## src/rtl/alu_arbiter.sv

```systemverilog
// Round-robin arbiter sharing one combinational ALU between two requesters.
// Each operation runs IDLE -> EXEC -> RESP and returns on the owner's channel.
module alu_arbiter #(
    parameter int WIDTH = 32,
    parameter int FUN_W = 4
) (
    input  logic             clk,
    input  logic             rst,
    input  logic             req0_valid,
    input  logic [WIDTH-1:0] req0_a,
    input  logic [WIDTH-1:0] req0_b,
    input  logic [FUN_W-1:0] req0_fun,
    output logic             req0_ready,
    output logic             rsp0_valid,
    output logic [WIDTH-1:0] rsp0_result,
    input  logic             rsp0_ready,
    input  logic             req1_valid,
    input  logic [WIDTH-1:0] req1_a,
    input  logic [WIDTH-1:0] req1_b,
    input  logic [FUN_W-1:0] req1_fun,
    output logic             req1_ready,
    output logic             rsp1_valid,
    output logic [WIDTH-1:0] rsp1_result,
    input  logic             rsp1_ready,
    output logic [WIDTH-1:0] alu_a,
    output logic [WIDTH-1:0] alu_b,
    output logic [FUN_W-1:0] alu_fun,
    input  logic [WIDTH-1:0] alu_result,
    output logic             busy
);

    typedef enum logic [1:0] {
        IDLE,
        EXEC,
        RESP
    } state_t;

    state_t             state;
    logic               owner;
    logic               last_gnt;
    logic [WIDTH-1:0]   a_q;
    logic [WIDTH-1:0]   b_q;
    logic [FUN_W-1:0]   fun_q;
    logic [WIDTH-1:0]   res_q;
    logic               gnt1;
    logic               idle;
    logic               rsp_done;

    // Requester 1 wins when alone, or on a tie when requester 0 went last.
    assign gnt1 = req1_valid & (~req0_valid | ~last_gnt);
    assign idle = (state == IDLE);

    assign req0_ready = idle & req0_valid & ~gnt1;
    assign req1_ready = idle & gnt1;
    assign rsp_done   = owner ? rsp1_ready : rsp0_ready;

    always_ff @(posedge clk) begin
        if (rst) begin
            state    <= IDLE;
            owner    <= 1'b0;
            last_gnt <= 1'b1;
            a_q      <= '0;
            b_q      <= '0;
            fun_q    <= '0;
            res_q    <= '0;
        end else begin
            case (state)
                IDLE: begin
                    if (req0_ready | req1_ready) begin
                        owner    <= gnt1;
                        last_gnt <= gnt1;
                        a_q      <= gnt1 ? req1_a : req0_a;
                        b_q      <= gnt1 ? req1_b : req0_b;
                        fun_q    <= gnt1 ? req1_fun : req0_fun;
                        state    <= EXEC;
                    end
                end
                EXEC: begin
                    res_q <= alu_result;
                    state <= RESP;
                end
                RESP: begin
                    // Clearing the operand regs keeps the ALU inputs at zero in IDLE.
                    if (rsp_done) begin
                        a_q   <= '0;
                        b_q   <= '0;
                        fun_q <= '0;
                        res_q <= '0;
                        state <= IDLE;
                    end
                end
                default: state <= IDLE;
            endcase
        end
    end

    assign alu_a   = a_q;
    assign alu_b   = b_q;
    assign alu_fun = fun_q;
    assign busy    = ~idle;

    assign rsp0_valid  = (state == RESP) & ~owner;
    assign rsp1_valid  = (state == RESP) & owner;
    assign rsp0_result = rsp0_valid ? res_q : '0;
    assign rsp1_result = rsp1_valid ? res_q : '0;

endmodule
```

## config.mk

```make
export PLATFORM = sky130hd
export DESIGN_NAME = alu_arbiter
export DESIGN_NICKNAME = d
export VERILOG_FILES = /design/src/rtl/alu_arbiter.sv
export SDC_FILE = /design/constraint.sdc
export NUM_CORES = 1
export LEC_CHECK = 0
export CAP_MARGIN = 20
export CORE_AREA = 2 2 120 122
export DETAILED_ROUTE_END_ITERATION = 8
export DIE_AREA = 0 0 122 124
export PLACE_DENSITY = 0.85
export SYNTH_ARGS = -nofsm -noshare
export SYNTH_HDL_FRONTEND = slang
export SYNTH_SLANG_ARGS = --single-unit
export TNS_END_PERCENT = 50
```

## constraint.sdc

```tcl
create_clock -name clk -period 1.95 [get_ports clk]
set_input_delay 0.195 -clock clk [delete_from_list [all_inputs] [get_ports clk]]
set_output_delay 0.195 -clock clk [all_outputs]
set_load 0.1 [all_outputs]
```

# After elaboration in Yosys (flattened, before gate mapping)
# Index checks and enable logic that the tools add are counted.
# word_totals
register_bits,104
inputBits,174
out_inout_bits,137
word_cells,49
# op_classes
n_mux,18
n_eq_ne,4
n_reduce_logical,7
bitwise_logic,13
# ops
cell,n
32-bit two-way mux,7
32-bit one-hot mux with 2 select lines,3
4-bit two-way mux,3
4-bit one-hot mux with 2 select lines,1
1-bit bitwise AND,6
2-bit one-hot mux with 3 select lines,1
2-bit AND reduction,3
1-bit inverter,5
2-bit two-way mux,2
2-bit nonzero test,2
3-bit AND reduction,1
2-bit by 1-bit equality test with 1-bit output (second input constant),1
2-bit equality test (second input constant),1
2-bit logical NOT,1
2-bit by 1-bit != test with 1-bit output (second input constant),1
2-bit != test (second input constant),1
1-bit bitwise OR,2
1-bit two-way mux,1

# Logic depth before layout (Yosys ltp)
# Gate-level depths: netlist of run 1.
# depth
word_depth,8
ltp_mapped,6
ltp_nobuf,3

# Worst setup path before layout of run 1
# No wires, ideal clock.
# synth_path
path_type,register to output
start,reg state[0]
end,out rsp1_result[22]
required_time_ps,1755
arrival_ps,2657
stages_incl_launch_ff,6
setup_slack_ps,-902
n_path_buf,2
cell_sequence,dfxtp_1 nand2b_1 buf_2 nor2_1 clkbuf_1 and2_1
# synth_between
elab_chain_cells,3
# synth_lines
element,line,text
from (decl),38,state_t state;
from (signal assigned),59,state <= IDLE;
from (signal assigned),75,state <= EXEC;
from (signal assigned),80,state <= RESP;
2-bit equality test,103,assign rsp1_valid = (state == RESP) & owner;
1-bit bitwise AND,103,
via rsp1_valid,22,"output logic rsp1_valid,"
32-bit two-way mux,105,assign rsp1_result = rsp1_valid ? res_q : '0;
to (decl),23,"output logic [WIDTH-1:0] rsp1_result,"
# The timed path passes the listed nets, and every way through them passes these cells.

# Final worst setup path of run 1
# layout_path
start,in req0_valid
end,out req0_ready
# layout_between
elab_chain_cells,5
elab_cells_between_ends,6
classes_between,bitwise: 6
# layout_lines
element,line,text
from (decl),9,"input logic req0_valid,"
1-bit inverter,50,assign gnt1 = req1_valid & (~req0_valid | ~last_gnt);
1-bit bitwise OR,50,
1-bit bitwise AND,50,
1-bit inverter,53,assign req0_ready = idle & req0_valid & ~gnt1;
1-bit bitwise AND (*),53,
to (decl),13,"output logic req0_ready,"
# Every way passes the cells marked *; elsewhere a longest branch is shown, timed or not.

==> summary.txt, run 1 <==
CTS
  • Root buffer selected by CTS: sky130_fd_sc_hd__clkbuf_16
  • Buffer depth of the longest clock path: 2
  • TritonCTS buffer count: 9
  • Clock latency at the later pin of the worst-skew pair: 0.33 ns
  • Buffers inserted during post-CTS setup optimization: 0
  • Quantity of hold-fixing buffers added after cts: 0
  • CTS sink cnt: around 100
  • CTS H-Tree Depth: 3
  • Clock slew at reported path FFs: roughly 0.070 ns
  • CTS tree: done

Yosys
  • Number of warnings reported in the yosys synthesis log: 0
  • Compound-gate portion of the synthesized area: approximately 23%
  • Total standard cell area after synthesis: around 0.0051 mm^2
  • Post-Synthesis Net Count: between 700 and 800
  • Post-Synth Adder-Cell Area: 0%
  • Proportion of synthesized chip area in sequential cells: 40.5%
  • Flip-flop and latch count after synthesis: about 100
  • Mux share of post-synthesis cell area: 13.7%
  • Post-synthesis share of cell area spent on and, or, nand and nor gates: 16.8%
  • Yosys cell types: 26
  • Cells after Synth: approximately 560
  • Mean cell area of the mapped netlist: around 9.2 um^2
  • Dominant combinational cell family by area after synthesis: compound AO/OA/AOI/OAI gates
  • Area share of xor/xnor cells in the synthesized design: 0%

STA
  • Final worst path period share: between 90% and 100%
  • Max transition margin: roughly three quarters
  • Final WS setup: a little under 0.1 ns
  • Actual slew at the worst max-slew pin: roughly 0.37 ns
  • Final-report setup violation count: 0
  • Final Hold Violating Endpoints: 0
  • Final Max Slew Viols: 0
  • Clock Skew: a little over 0.005 ns
  • Top achievable clock speed: roughly 0.54 GHz
  • Setup repair after global routing missed its margin: false
  • Tmin final: approximately 1.9 ns

Placed design
  • Setup Slack @ Placement: slightly below 0.07 ns
  • IO Port Bufs: 310
  • Post-detailed-placement half-perimeter wirelength: 14.0 mm
  • Gp weighted congestion: slightly above 0.8

Pwr
  • Switching power: between 0.002 and 0.003 W
  • Total power divided by cell area: between 700 and 800 mW/mm^2
  • Sequential share of power: between 30% and 40%
  • Part of the power in the clock network: a little over a quarter
  • Worst IR drop on VDD: around 560 uV
  • Sw frac: around two fifths
  • Static leakage power: roughly 3.6 nW
  • Internal power: 0.00440 W
  • Share of total power in combinational logic: between 30% and 40%

Floorplan
  • Area of the core: ~0.014 mm^2
  • Initial core utilization: 37.5%
  • Die H: between 100 and 150 um
  • Floorplan die width: 122 um
  • Die Area: 0.0151 mm^2
  • # IOs: between 300 and 400
  • Row count: 43

Setup path
  • Nature of the critical path endpoint: output pin
  • Crit path launch type: primary input
  • Peak fanout along the critical path: 3
  • Worst endpoint data arrival time: around 1.7 ns
  • Endpoint required time on the critical path: between 1.5 and 2 ns
  • Startpoint-to-endpoint class of the critical path: in -> out

Route
  • Vias per Instance: between 5 and 6
  • Total length of routed wires: roughly 18 mm
  • DR DRC count: 0
  • Total number of vias: between 5k and 6k
  • Number of nets still failing antenna checks after routing: 0
  • Initial drt markers: ~280
  • First-pass detailed-route iteration total: 4
  • Average wire per cell in the routed design: 17.8 um

Hold path
  • Class of the tightest hold or removal check: in -> reg

GRT
  • Largest net degree at the start of global routing: 55
  • Global-route usage over all layers: 23.2%
  • Wire length of the first global-routing pass: approximately 28 mm
  • Initial antenna violation count: 0
  • Total congestion overflow after global routing: 0
  • Via count of the first global-routing pass: about 5.4k

Cells and area
  • Diode count: 0
  • Layout Utilization: 68.8%
  • Area added between synthesis and finish: 83.6%
  • NumNets Final: a little over 1k
  • Ratio of cells with drive above 1 in the final layout: between 20 and 30%
  • Storage element area: ~0.0021 mm^2
  • Area of the multi-input gates: 0.00284 mm^2
  • Number of fill cells in the layout: roughly 1000

Outcome
  • Result of the run: finished clean

Job
  • Number of max-capacitance violations reported: 0
==> area by class of cell <==
cell class	instances	area share, %
repair buffers	342	42.0
multi-input cells	386	30.0
flip-flops and latches	104	22.1
clock buffers	13	2.65
well taps	180	2.39
clock inverters	3	0.689
inverters	4	0.159
==> state kept, by name, summed over array words and instances (netlist names) <==
name,count
last_gnt,1
alu_b,32
alu_a,32
res_q,32
alu_fun,4
owner,1
state,2
==> per-layer routing <==
metal	vias to the layer above	share of wire [%]	global-route usage, %	routed length (um)
met2	239	51	41.0	9440
met3	30	7.9	5.91	1450
met5	-	0	0	0
met4	0	1.9	8.19	357
met1	2553	39	27.4	7110
li1	2586	-	-	-
==> repair_timing <==
item / in CTS / in global routing
gates resized for setup: 2 / 13
setup endpoints to repair: 4 / 64
cloned: 0 / 2
==> power by group through the flow <==
stage / clock (W) / sequential, W / combinational, W
finish: 0.00191 / 0.00245 / 0.00277
detailed placement: 0 / 0.00249 / 0.00277
CTS: 0.00195 / 0.00245 / 0.00278
floorplan: 0 / 0.00354 / 0.000795
global route: 0.00205 / 0.00247 / 0.00289
global placement: 0 / 0.00248 / 0.00273
==> logic make-up after synthesis <==
group / after synthesis
muxes: 69
and+or+nand+nor: 181
buffers and inverters: 66
DFF: 104
AOI/OAI and AO/OA: 136
==> worst max-delay path, stage by stage <==
cell and delay [ns]:
sky130_fd_sc_hd__clkdlybuf4s50_1 0.55, sky130_fd_sc_hd__or3b_2 0.52, sky130_fd_sc_hd__nor2_2 0.19, sky130_fd_sc_hd__buf_12 0.20
==> layout by cell type (no fill, tap or decap) <==
master and instances:
sky130_fd_sc_hd__inv_2 1, sky130_fd_sc_hd__nor2_2 1, sky130_fd_sc_hd__and2_2 28, sky130_fd_sc_hd__o32ai_2 20, sky130_fd_sc_hd__inv_1 3, sky130_fd_sc_hd__and2_4 3
sky130_fd_sc_hd__o32ai_1 48, sky130_fd_sc_hd__clkdlybuf4s50_1 173, sky130_fd_sc_hd__nand2b_2 1, sky130_fd_sc_hd__dfxtp_2 1, sky130_fd_sc_hd__nor2_4 3, sky130_fd_sc_hd__nor2_1 2
sky130_fd_sc_hd__nor2b_2 1, sky130_fd_sc_hd__buf_6 4, sky130_fd_sc_hd__dfxtp_1 103, sky130_fd_sc_hd__a21oi_1 33, sky130_fd_sc_hd__a22oi_1 1, sky130_fd_sc_hd__mux2i_4 1
sky130_fd_sc_hd__clkbuf_8 1, sky130_fd_sc_hd__clkbuf_16 9, sky130_fd_sc_hd__nand2_1 102, sky130_fd_sc_hd__and2_1 35, sky130_fd_sc_hd__o211ai_1 33, sky130_fd_sc_hd__clkinv_2 1
sky130_fd_sc_hd__buf_12 76, sky130_fd_sc_hd__nand2b_1 2, sky130_fd_sc_hd__or3b_2 1, sky130_fd_sc_hd__nand3_4 1, sky130_fd_sc_hd__or2_1 1, sky130_fd_sc_hd__mux2i_1 68
sky130_fd_sc_hd__clkbuf_1 3, sky130_fd_sc_hd__buf_4 89, sky130_fd_sc_hd__bufinv_16 2, sky130_fd_sc_hd__a21boi_4 1
==> cells in the mapped netlist (all sizes together) <==
library cell	n	area, um^2
nor2b	1	6.26
a21boi	1	7.51
a21oi	33	165
nand2	102	383
o32ai	68	746
or3b	1	8.76
buf	30	180
nand3	1	5.00
or2	1	6.26
nand2b	3	18.8
nor2	6	25.0
dfxtp	104	2080
mux2i	69	703
o211ai	33	248
and2	66	413
a22oi	1	7.51
inv	4	15.0
clkbuf	32	121
==> metrics by stage <==
stage | instances | hold WS (ns) | total power, W | area (um^2) | TNS, ns
after floorplan | 556 | 0.331 | 0.00434 | 5190 | -0.827
after global placement | 1014 | 0.453 | 0.00522 | 9070 | 0
after detailed placement | 1014 | 0.458 | 0.00526 | 9070 | 0
after CTS | 1030 | 0.394 | 0.00718 | 9400 | 0
after global routing | 1032 | 0.406 | 0.00741 | 9440 | 0
final | 1032 | 0.407 | 0.00713 | 9440 | 0
==> worst paths after layout <==
path | slack [ns] | cells past startpoint | from | to
worst max-delay path | 0.1 | 4 | req0_valid | req0_ready
worst min-delay path | 0.41 | 3 | alu_result[8] | res_q[8]$_SDFFE_PP0P_
worst max register to register | 0.38 | 5 | state[0]$_SDFFE_PP0P_ | alu_a[28]$_SDFFE_PP0P_
worst min register to register | 0.46 | 2 | alu_a[1]$_SDFFE_PP0P_ | alu_a[1]$_SDFFE_PP0P_
(Power assumes the default switching activity.)
==> run 2: changes to the inputs <==
--- a/config.mk
+++ b/config.mk
@@ -5,10 +5,10 @@
 export SDC_FILE = /design/constraint.sdc
 export NUM_CORES = 1
 export LEC_CHECK = 0
-export CAP_MARGIN = 20
 export CORE_AREA = 2 2 120 122
 export DETAILED_ROUTE_END_ITERATION = 8
 export DIE_AREA = 0 0 122 124
+export GPL_ROUTABILITY_DRIVEN = 1
 export PLACE_DENSITY = 0.85
 export SYNTH_ARGS = -nofsm -noshare
 export SYNTH_HDL_FRONTEND = slang
==> results of run 2 <==
Final layout, timing and power as in run 1 (identical DEF).
